--- src/rtl/muldiv_sched_if.sv ---
// Bundle of EX-side operation inputs, multiplier/divider handshakes and the HI/LO write bus.
// The sequencer is the slave; the EX stage and the arithmetic units together form the master.
interface muldiv_sched_if;
  logic        op_valid;
  logic [5:0]  op_sel;
  logic [31:0] src1;
  logic [31:0] src2;
  logic        annul;
  logic        stallreq;
  logic        mul_signed;
  logic [31:0] mul_ina;
  logic [31:0] mul_inb;
  logic [63:0] mul_result;
  logic        div_start;
  logic        div_signed;
  logic [31:0] div_opdata1;
  logic [31:0] div_opdata2;
  logic        div_annul;
  logic [63:0] div_result;
  logic        div_ready;
  logic [65:0] hilo_bus;

  modport master (
    output op_valid, op_sel, src1, src2, annul, mul_result, div_result, div_ready,
    input  stallreq, mul_signed, mul_ina, mul_inb, div_start, div_signed,
           div_opdata1, div_opdata2, div_annul, hilo_bus
  );

  modport slave (
    input  op_valid, op_sel, src1, src2, annul, mul_result, div_result, div_ready,
    output stallreq, mul_signed, mul_ina, mul_inb, div_start, div_signed,
           div_opdata1, div_opdata2, div_annul, hilo_bus
  );
endinterface

--- src/rtl/muldiv_sched.sv ---
// EX-stage multiply/divide sequencer: stalls the pipe while the multiplier or the
// iterative divider works, then emits a single-cycle HI/LO write.
module muldiv_sched #(
  parameter int MUL_LAT = 1
) (
  input logic           clk,
  input logic           rst,
  muldiv_sched_if.slave bus
);

  typedef enum logic [1:0] {IDLE, MUL_WAIT, DIV_WAIT, DONE} state_t;

  localparam int CNT_W = (MUL_LAT > 1) ? $clog2(MUL_LAT) : 1;

  state_t           state, state_nx;
  logic [CNT_W-1:0] cnt, cnt_nx;
  logic [63:0]      res, res_nx;
  logic             signed_q, signed_nx;
  logic [31:0]      opa, opa_nx;
  logic [31:0]      opb, opb_nx;

  logic sel_div, sel_mul, sel_hi, sel_lo, sel_signed;
  logic stall, div_go, div_kill;
  logic hi_we, lo_we;
  logic [31:0] hi_wdata, lo_wdata;

  // Priority decode of op_sel: div > divu > mult > multu > mthi > mtlo
  always_comb begin
    sel_div    = 1'b0;
    sel_mul    = 1'b0;
    sel_hi     = 1'b0;
    sel_lo     = 1'b0;
    sel_signed = 1'b0;
    if (bus.op_sel[5]) begin
      sel_div    = 1'b1;
      sel_signed = 1'b1;
    end else if (bus.op_sel[4]) begin
      sel_div = 1'b1;
    end else if (bus.op_sel[3]) begin
      sel_mul    = 1'b1;
      sel_signed = 1'b1;
    end else if (bus.op_sel[2]) begin
      sel_mul = 1'b1;
    end else if (bus.op_sel[1]) begin
      sel_hi = 1'b1;
    end else if (bus.op_sel[0]) begin
      sel_lo = 1'b1;
    end
  end

  always_ff @(posedge clk or posedge rst) begin
    if (rst) begin
      state    <= IDLE;
      cnt      <= '0;
      res      <= '0;
      signed_q <= 1'b0;
      opa      <= '0;
      opb      <= '0;
    end else begin
      state    <= state_nx;
      cnt      <= cnt_nx;
      res      <= res_nx;
      signed_q <= signed_nx;
      opa      <= opa_nx;
      opb      <= opb_nx;
    end
  end

  // Accept is gated by rst so every output reads zero while reset is held
  always_comb begin
    state_nx  = state;
    cnt_nx    = cnt;
    res_nx    = res;
    signed_nx = signed_q;
    opa_nx    = opa;
    opb_nx    = opb;
    stall     = 1'b0;
    div_go    = 1'b0;
    div_kill  = 1'b0;
    hi_we     = 1'b0;
    lo_we     = 1'b0;
    hi_wdata  = '0;
    lo_wdata  = '0;
    case (state)
      IDLE: begin
        if (bus.op_valid && !rst && !bus.annul) begin
          if (sel_mul || sel_div) begin
            stall     = 1'b1;
            signed_nx = sel_signed;
            opa_nx    = bus.src1;
            opb_nx    = bus.src2;
            if (sel_mul) begin
              state_nx = MUL_WAIT;
              cnt_nx   = CNT_W'(MUL_LAT - 1);
            end else if (bus.src2 != 32'd0) begin
              state_nx = DIV_WAIT;
            end else begin
              res_nx   = {bus.src1, 32'hFFFF_FFFF};
              state_nx = DONE;
            end
          end else if (sel_hi) begin
            hi_we    = 1'b1;
            hi_wdata = bus.src1;
          end else if (sel_lo) begin
            lo_we    = 1'b1;
            lo_wdata = bus.src1;
          end
        end
      end
      MUL_WAIT: begin
        if (bus.annul) begin
          state_nx = IDLE;
        end else begin
          stall = 1'b1;
          if (cnt == '0) begin
            res_nx   = bus.mul_result;
            state_nx = DONE;
          end else begin
            cnt_nx = cnt - 1'b1;
          end
        end
      end
      DIV_WAIT: begin
        if (bus.annul) begin
          div_kill = 1'b1;
          state_nx = IDLE;
        end else begin
          stall = 1'b1;
          if (bus.div_ready) begin
            res_nx   = bus.div_result;
            state_nx = DONE;
          end else begin
            div_go = 1'b1;
          end
        end
      end
      DONE: begin
        state_nx = IDLE;
        if (!bus.annul) begin
          hi_we    = 1'b1;
          lo_we    = 1'b1;
          hi_wdata = res[63:32];
          lo_wdata = res[31:0];
        end
      end
      default: state_nx = IDLE;
    endcase
  end

  assign bus.stallreq    = stall;
  assign bus.mul_signed  = signed_q && (state == MUL_WAIT);
  assign bus.mul_ina     = opa;
  assign bus.mul_inb     = opb;
  assign bus.div_start   = div_go;
  assign bus.div_signed  = signed_q && (state == DIV_WAIT);
  assign bus.div_opdata1 = opa;
  assign bus.div_opdata2 = opb;
  assign bus.div_annul   = div_kill;
  assign bus.hilo_bus    = {hi_we, lo_we, hi_wdata, lo_wdata};

endmodule

--- src/flat_wrapper.sv ---
// flat-port wrapper written by rule: the top's interface ports become plain ports
module muldiv_sched_flat 
#(
  parameter int MUL_LAT = 1
)
  (clk, rst, bus_op_valid, bus_op_sel, bus_src1, bus_src2, bus_annul, bus_mul_result, bus_div_result, bus_div_ready, bus_stallreq, bus_mul_signed, bus_mul_ina, bus_mul_inb, bus_div_start, bus_div_signed, bus_div_opdata1, bus_div_opdata2, bus_div_annul, bus_hilo_bus);
  muldiv_sched_if bus_i ();
  input logic clk;
  input logic rst;
  input wire logic [$bits(bus_i.op_valid)-1:0] bus_op_valid;
  input wire logic [$bits(bus_i.op_sel)-1:0] bus_op_sel;
  input wire logic [$bits(bus_i.src1)-1:0] bus_src1;
  input wire logic [$bits(bus_i.src2)-1:0] bus_src2;
  input wire logic [$bits(bus_i.annul)-1:0] bus_annul;
  input wire logic [$bits(bus_i.mul_result)-1:0] bus_mul_result;
  input wire logic [$bits(bus_i.div_result)-1:0] bus_div_result;
  input wire logic [$bits(bus_i.div_ready)-1:0] bus_div_ready;
  output wire logic [$bits(bus_i.stallreq)-1:0] bus_stallreq;
  output wire logic [$bits(bus_i.mul_signed)-1:0] bus_mul_signed;
  output wire logic [$bits(bus_i.mul_ina)-1:0] bus_mul_ina;
  output wire logic [$bits(bus_i.mul_inb)-1:0] bus_mul_inb;
  output wire logic [$bits(bus_i.div_start)-1:0] bus_div_start;
  output wire logic [$bits(bus_i.div_signed)-1:0] bus_div_signed;
  output wire logic [$bits(bus_i.div_opdata1)-1:0] bus_div_opdata1;
  output wire logic [$bits(bus_i.div_opdata2)-1:0] bus_div_opdata2;
  output wire logic [$bits(bus_i.div_annul)-1:0] bus_div_annul;
  output wire logic [$bits(bus_i.hilo_bus)-1:0] bus_hilo_bus;
  assign bus_i.op_valid = bus_op_valid;
  assign bus_i.op_sel = bus_op_sel;
  assign bus_i.src1 = bus_src1;
  assign bus_i.src2 = bus_src2;
  assign bus_i.annul = bus_annul;
  assign bus_i.mul_result = bus_mul_result;
  assign bus_i.div_result = bus_div_result;
  assign bus_i.div_ready = bus_div_ready;
  assign bus_stallreq = bus_i.stallreq;
  assign bus_mul_signed = bus_i.mul_signed;
  assign bus_mul_ina = bus_i.mul_ina;
  assign bus_mul_inb = bus_i.mul_inb;
  assign bus_div_start = bus_i.div_start;
  assign bus_div_signed = bus_i.div_signed;
  assign bus_div_opdata1 = bus_i.div_opdata1;
  assign bus_div_opdata2 = bus_i.div_opdata2;
  assign bus_div_annul = bus_i.div_annul;
  assign bus_hilo_bus = bus_i.hilo_bus;
  muldiv_sched #(.MUL_LAT(MUL_LAT)) u_core (.clk(clk), .rst(rst), .bus(bus_i));
endmodule
--- config.mk ---
export PLATFORM = sky130hd
export DESIGN_NAME = muldiv_sched_flat
export DESIGN_NICKNAME = d
export VERILOG_FILES = /design/src/rtl/muldiv_sched_if.sv /design/src/rtl/muldiv_sched.sv /design/src/flat_wrapper.sv
export SDC_FILE = /design/constraint.sdc
export NUM_CORES = 1
export LEC_CHECK = 0
export ABC_AREA = 1
export CAP_MARGIN = 5
export CORE_AREA = 2 2 156 158
export DETAILED_ROUTE_END_ITERATION = 8
export DIE_AREA = 0 0 158 160
export PLACE_DENSITY = 0.76
export SLEW_MARGIN = 30
export SYNTH_ARGS = -nofsm -noshare
export SYNTH_HDL_FRONTEND = slang
export SYNTH_SLANG_ARGS = --single-unit
--- constraint.sdc ---
create_clock -name clk -period 5.6 [get_ports clk]
set_input_delay 1.68 -clock clk [delete_from_list [all_inputs] [get_ports clk]]
set_output_delay 1.68 -clock clk [all_outputs]
set_load 0.01 [all_outputs]
==> results.md, run 1 <==
- R2r setup slk: slightly above 3 ns
- CP peak stage delay: between 0.5 and 0.6 ns
- Mean Syn Cell Area: 7.86 um2
- Largest net degree at the start of global routing: 132
- Worst Reg-to-Reg Cells: 9
- Via Count: around 8,000
- Total congestion overflow: 0
- Top_reg_cell synth: dfrtp_1
- WL final: approximately 31 mm
- Synth warn: 0
- Actual slew at the worst max-slew pin: 0.750 ns
- Post-synth top cells: nand2_1 (435), dfrtp_1 (131), inv_1 (76), buf_4 (68), o22ai_1 (62)
- Via/cell ratio: between 4 and 5
- Yosys top cell area share: 0.404
- Reg-to-reg startpoint: u_core.state[1]
- Clk_lat worst skew: approximately 0.42 ns
- Layout area overhead: 51.8%
- CTS tree: done
- Slew HR: 0.500
- Die area: about 0.025 mm2
- Pwr/cell area: 549 mW/mm2
- Ys async rst share: 1.00
- Clock buffer depth: 2
- Cell with the most instances after synthesis: nand2_1
- Worst Setup Start Kind: input pin
- Critical path arrival: about 3.8 ns
- Status: finished clean
- Min-delay worst type: register to register
- Final net count: 1,537
- Final Wtd Congestion: 0.986
- Max Freq: ~180 MHz
- VDD IR-drop max: a little over 0.4 mV
- Post-DP HPWL: between 20 and 25 mm
- Hold Slack: around 0.47 ns
- Slew Limit Fails: 0
- Die extent in y: around 160 um
- Initial core utilization: 0.341
- Drt first-iter violations: between 800 and 900
- Global-route wire length before repair: ~46 mm
- CTS Buf Count: 17
- Syn Inst Count: slightly above 1,000
- Register bit total from synthesis: between 100 and 150
- Final core occ: 0.517
- Max Cap Viol: 0
- Hold Crit Start: u_core.res[43]
- CTS Hold Buffers Added: 0
- Sink Count: about 130
- Clk_skew: about 0.013 ns
- Clock slew seen by the registers of the worst setup and hold paths: 0.06 ns
- Clk Tree Root Cell: clkbuf_16
- Min cycle time layout: around 5.5 ns
- CP Class: input pin to output pin
- Syn Nets: ~1,200
- Hold Path End: u_core.res[43]
- Vias in the first global route: a little under 8,000
- Final WS setup: about 0.084 ns
- Pre-CTS WS: around 0.098 ns
- CP max FO: 32
- Port buffer count: about 400
- Layout cells sized above 1: 0.0939
- Routed Antenna Nets: 0
- CP Capture Type: output pin
- Crit path cell chain: clkdlybuf4s50_1 -> inv_6 -> nand2_1 -> nor2_1 -> nand2_1 -> nor2_2 -> inv_6 -> o22ai_1 -> clkdlybuf4s50_1
- H-tree levels: 4
- Largest area contributor in the netlist: dfrtp_1
- WL/cell: roughly 19 um
- Row count: between 50 and 60
- Post-route DRC: 0
- CP Data Required Time: between 3 and 4 ns
- RSZ-0062 raised after global routing: yes
- Number of synthesized flops with an enable pin: 0
- Global Route Usage Sum: 0.241
- Final period util: 0.985
- Leakage power: 5.72 nW
- Slowest stage cell, crit path: clkdlybuf4s50_1
- Io pins: 402
- Hold depth: 2
- RR Endpoint: u_core.res[55]
- Synthesized area: 0.00812 mm2
- Chip width: between 150 and 200 um
- Core area: between 0.02 and 0.025 mm2
- Endpoints failing hold: 0
- Netlist cell types: 28
- Initial antenna violation count: 3
- DRT Pass-1 Iters: 5
- Main area contributors after synthesis: dfrtp_1 (40%), nand2_1 (20%), nand3_2 (7.4%)
- Final Setup Violations: 0
- Seq/Total Area, Yosys: 0.404
==> cell usage in the layout, fill, tap and decap left out, types with 2 or more instances in the layout <==
cell type / n
nand2_1: 435
clkdlybuf4s50_1: 395
dfrtp_1: 131
inv_1: 76
nand3_2: 61
o22ai_1: 57
a221o_1: 32
a22o_1: 31
nor2_1: 26
clkbuf_16: 17
buf_4: 12
o21ai_1: 8
inv_6: 8
nand3_1: 6
dlymetal6s2s_1: 6
o22ai_2: 5
a21oi_1: 4
inv_8: 4
diode_2: 3
ha_1: 3
clkinvlp_4: 3
inv_2: 2
nand2_2: 2
nor2_2: 2
nand2_4: 2
nand4_1: 2
ha_2: 2
==> layout make-up <==
type,count,area (um2)
multi-input cells,684,3620
diodes,3,7.51
clock inverters,15,134
repair buffers,414,4140
fillers,2273,11500
inverters,81,317
clock buffers,17,425
flip-flops and latches,131,3280
well taps,324,405
==> per-stage QoR <==
stage                     TNS (ns)  power, mW  cell area (um2)  std cells
after floorplan                  0       4.44             8120       1033
after global placement           0       5.65            11700       1634
after detailed placement         0       5.69            11700       1634
after CTS                        0       6.80            12300       1666
after global routing        -0.171       7.24            12300       1667
final                            0       6.77            12300       1669
==> sequential cells by signal (all words and copies together) (netlist names) <==
name and cells:
u_core.bus.div_opdata2 32, u_core.state 2, u_core.bus.div_opdata1 32, u_core.res 64, u_core.signed_q 1
==> worst max-delay path: cells and delay by family <==
kind	cells	cell delay, ns
AOI/OAI and AO/OA	1	0.19
buffers and inverters	4	1.33
and+or+nand+nor	4	0.62
==> what timing repair did <==
action	in CTS	in global routing
gates resized for setup	1	13
endpoints found under the setup margin	3	39
buffers inserted	0	0
==> how the worst max path moves through the flow <==
stage | start | endpoint | cells past startpoint
3_5_place_dp | rst | bus_hilo_bus[3] | 9
4_1_cts | rst | bus_hilo_bus[40] | 10
2_1_floorplan | rst | bus_hilo_bus[10] | 8
3_3_place_gp | rst | bus_hilo_bus[40] | 10
5_1_grt | rst | bus_hilo_bus[6] | 9
6_report | rst | bus_hilo_bus[11] | 9
==> routing by layer <==
metal | wire, um | track usage | up-vias
met5 | 0 | 0 | -
met4 | 953 | 0.0938 | 0
met3 | 2010 | 0.0445 | 66
met2 | 14300 | 0.371 | 354
met1 | 13800 | 0.335 | 3826
li1 | - | - | 3903
==> cells by family after synthesis <==
logic type	synth area share
DFF	0.404
and+or+nand+nor	0.300
buffers and inverters	0.157
adders and majority gates	0.00770
AOI/OAI and AO/OA	0.132
==> power by group <==
part / switching, mW / internal, mW / leakage [nW]
Combinational: 2.27 / 1.68 / 3.82
Sequential: 0.343 / 1.40 / 1.63
Clock: 0.490 / 0.586 / 0.269
(Power assumes the default switching activity.)
==> run 2: changes to the inputs <==
--- a/config.mk
+++ b/config.mk
@@ -7,10 +7,14 @@
 export LEC_CHECK = 0
 export ABC_AREA = 1
 export CAP_MARGIN = 5
-export CORE_AREA = 2 2 156 158
+export CELL_PAD_IN_SITES_DETAIL_PLACEMENT = 1
+export CELL_PAD_IN_SITES_GLOBAL_PLACEMENT = 1
+export CORE_ASPECT_RATIO = 0.9
+export CORE_MARGIN = 2
+export CORE_UTILIZATION = 26
 export DETAILED_ROUTE_END_ITERATION = 8
-export DIE_AREA = 0 0 158 160
-export PLACE_DENSITY = 0.76
+export PLACE_DENSITY = 0.81
+export REMOVE_ABC_BUFFERS = 1
 export SLEW_MARGIN = 30
 export SYNTH_ARGS = -nofsm -noshare
 export SYNTH_HDL_FRONTEND = slang
==> run 2 against run 1 <==
Effect of this change: cell count increased by 5.3%; die area increased by 29%; sequential share of layout area is 0.55 points lower; worst setup slack improved by 0.085 ns; non-clock buffer count up 6; register-to-register slack got worse by 0.33 ns; clock skew is 0.0021 ns lower; critical path type unchanged; critical endpoint is now bus_hilo_bus[1]; largest cell class unchanged.
==> results.md, run 2 (synthesis results as in run 1) <==
- Final net count: 1,543 (was 1,537)
- Pre-CTS WS: 0.101 ns (was 0.0982 ns)
- Total congestion overflow: 0 (unchanged)
- Global-route wire length before repair: 51.1 mm (was 46.5 mm)
- Min cycle time layout: 5.43 ns (was 5.52 ns)
- Final period util: 0.970 (was 0.985)
- Leakage power: 5.69 nW (was 5.72 nW)
- Status: finished clean (unchanged)
- Worst Setup Start Kind: input pin (unchanged)
- CP max FO: 18 (was 32)
- Largest net degree at the start of global routing: 132 (unchanged)
- Drt first-iter violations: 393 (was 837)
- Critical path arrival: 3.75 ns (was 3.84 ns)
- Crit path cell chain: clkdlybuf4s50_1 -> inv_6 -> nand2_1 -> nor2_2 -> nand2_1 -> nor2_2 -> inv_2 -> buf_4 -> o22ai_1 -> clkdlybuf4s50_1 (was clkdlybuf4s50_1 -> inv_6 -> nand2_1 -> nor2_1 -> nand2_1 -> nor2_2 -> inv_6 -> o22ai_1 -> clkdlybuf4s50_1)
- CTS tree: done (unchanged)
- Max Cap Viol: 0 (unchanged)
- H-tree levels: 4 (unchanged)
- Multi-input gate area: 0.00360 mm2 (was 0.00362 mm2)
- Post-route DRC: 0 (unchanged)
- Actual slew at the worst max-slew pin: 0.856 ns (was 0.750 ns)
- Post-DP HPWL: 24.5 mm (was 22.7 mm)
- Setup TNS: 0 ns (unchanged)
- FF/Latch Area: 0.00328 mm2 (unchanged)
- Clk_skew: 0.0111 ns (was 0.0132 ns)
- Clock buffer depth: 2 (unchanged)
- R2r setup slk: 2.70 ns (was 3.03 ns)
- Port buffer count: 401 (unchanged)
- CP Capture Type: output pin (unchanged)
- VDD IR-drop max: 0.277 mV (was 0.407 mV)
- Via/cell ratio: 4.81 (was 4.88)
- Clk Tree Root Cell: clkbuf_16 (unchanged)
- RR Endpoint: u_core.res[4] (was u_core.res[55])
- Routed Antenna Nets: 0 (unchanged)
- Most flops, register: u_core.res (unchanged)
- Pwr/cell area: 565 mW/mm2 (was 549 mW/mm2)
- Final Wtd Congestion: 0.826 (was 0.986)
- RSZ-0062 raised after global routing: no (was yes)
- Endpoints failing hold: 0 (unchanged)
- Core area: 0.0308 mm2 (was 0.0238 mm2)
- Worst Reg-to-Reg Cells: 9 (unchanged)
- Row count: 61 (was 57)
- CTS Buf Count: 17 (unchanged)
- Max Freq: 184 MHz (was 181 MHz)
- Hold depth: 2 (unchanged)
- Via Count: 8,451 (was 8,149)
- Number of flip-flops under the largest register name: 64 (unchanged)
- Hold Path End: u_core.res[56] (was u_core.res[43])
- WL final: 34.3 mm (was 31.1 mm)
- Slew Limit Fails: 0 (unchanged)
- Chip width: 190 um (was 158 um)
- Min-delay worst type: register to register (unchanged)
- CP Data Required Time: 3.92 ns (about the same)
- Layout cells sized above 1: 0.0951 (was 0.0939)
- Die extent in y: 172 um (was 160 um)
- Initial antenna violation count: 2 (was 3)
- Hold Slack: 0.468 ns (was 0.469 ns)
- Slowest stage cell, crit path: clkdlybuf4s50_1 (unchanged)
- Post-CTS setup buffers: 0 (unchanged)
- Vias in the first global route: 8,864 (was 7,939)
- Initial core utilization: 0.263 (was 0.341)
- Die area: 0.0327 mm2 (was 0.0253 mm2)
- Worst setup path startpoint: rst (unchanged)
- Slew HR: 0.430 (was 0.500)
- CP peak stage delay: 0.57 ns (about the same)
- Final cell count without fillers: 1,757 (was 1,669)
- CP Class: input pin to output pin (unchanged)
- Io pins: 402 (unchanged)
- Hold Crit Start: u_core.res[56] (was u_core.res[43])
- Clk_lat worst skew: 0.41 ns (was 0.42 ns)
- DRT Pass-1 Iters: 4 (was 5)
- Global Route Usage Sum: 0.205 (was 0.241)
- Most frequent cells in the layout: nand2_1 (434), clkdlybuf4s50_1 (401), dfrtp_1 (131) (was nand2_1 (435), clkdlybuf4s50_1 (395), dfrtp_1 (131))
- WL/cell: 19.5 um (was 18.6 um)
- Commonest non-fill, non-tap cell in the layout: nand2_1 (unchanged)
- Final WS setup: 0.169 ns (was 0.0836 ns)
- Placed Cells: 1,725 (was 1,634)
- Sink Count: 131 (unchanged)
- Layout area overhead: 55.0% (was 51.8%)
- Reg-to-reg startpoint: u_core.state[1] (unchanged)
- Final Setup Violations: 0 (unchanged)
- Clock slew seen by the registers of the worst setup and hold paths: 0.06 ns (about the same)
- Filler cells: 3,681 (was 2,273)
## run 2: stage by stage
stage | util | power (mW) | instance area (um2)
after floorplan | - | 3.80 | 7150
after global placement | 0.387 | 5.78 | 11900
after detailed placement | 0.387 | 5.87 | 11900
after CTS | 0.408 | 7.19 | 12600
after global routing | 0.408 | 7.60 | 12600
final | 0.408 | 7.11 | 12600
## run 2: layout make-up
| type | instances | share of cell area |
|---|---|---|
| diodes | 2 | 0.000398 |
| clock buffers | 18 | 0.0349 |
| clock inverters | 12 | 0.0165 |
| inverters | 81 | 0.0246 |
| multi-input cells | 684 | 0.286 |
| flip-flops and latches | 131 | 0.261 |
| well taps | 409 | 0.0407 |
| repair buffers | 420 | 0.336 |
## run 2: power by group
group	leakage, nW	total (mW)	switching (mW)	internal (mW)
combinational	3.75	4.10	2.35	1.74
sequential	1.63	1.74	0.336	1.40
clock	0.304	1.28	0.474	0.802
total	5.69	7.11	3.17	3.94
## run 2: repair_timing
action / in CTS / in global routing
hold endpoints to repair: 0 / 0
hold buffers: 0 / 0
gates resized for setup: 0 / 2
setup endpoints to repair: 0 / 10
## run 2: layer usage
metal / track usage / routed length (um)
met1: 0.252 / 14400
met2: 0.361 / 16900
met5: 0 / 0
met4: 0.0620 / 632
met3: 0.0404 / 2320
## run 2: how the worst max path moves through the flow
stage                       end  cells past startpoint
2_1_floorplan     u_core.res[0]                      8
3_3_place_gp    bus_hilo_bus[6]                     10
3_5_place_dp    bus_hilo_bus[7]                     10
4_1_cts         bus_hilo_bus[1]                     10
5_1_grt        bus_hilo_bus[52]                      8
6_report        bus_hilo_bus[1]                     10
## run 2: critical path, delay by kind of cell
kind	cells	cell delay (ns)
buffers and inverters	5	1.40
AOI/OAI and AO/OA	1	0.18
and+or+nand+nor	4	0.47
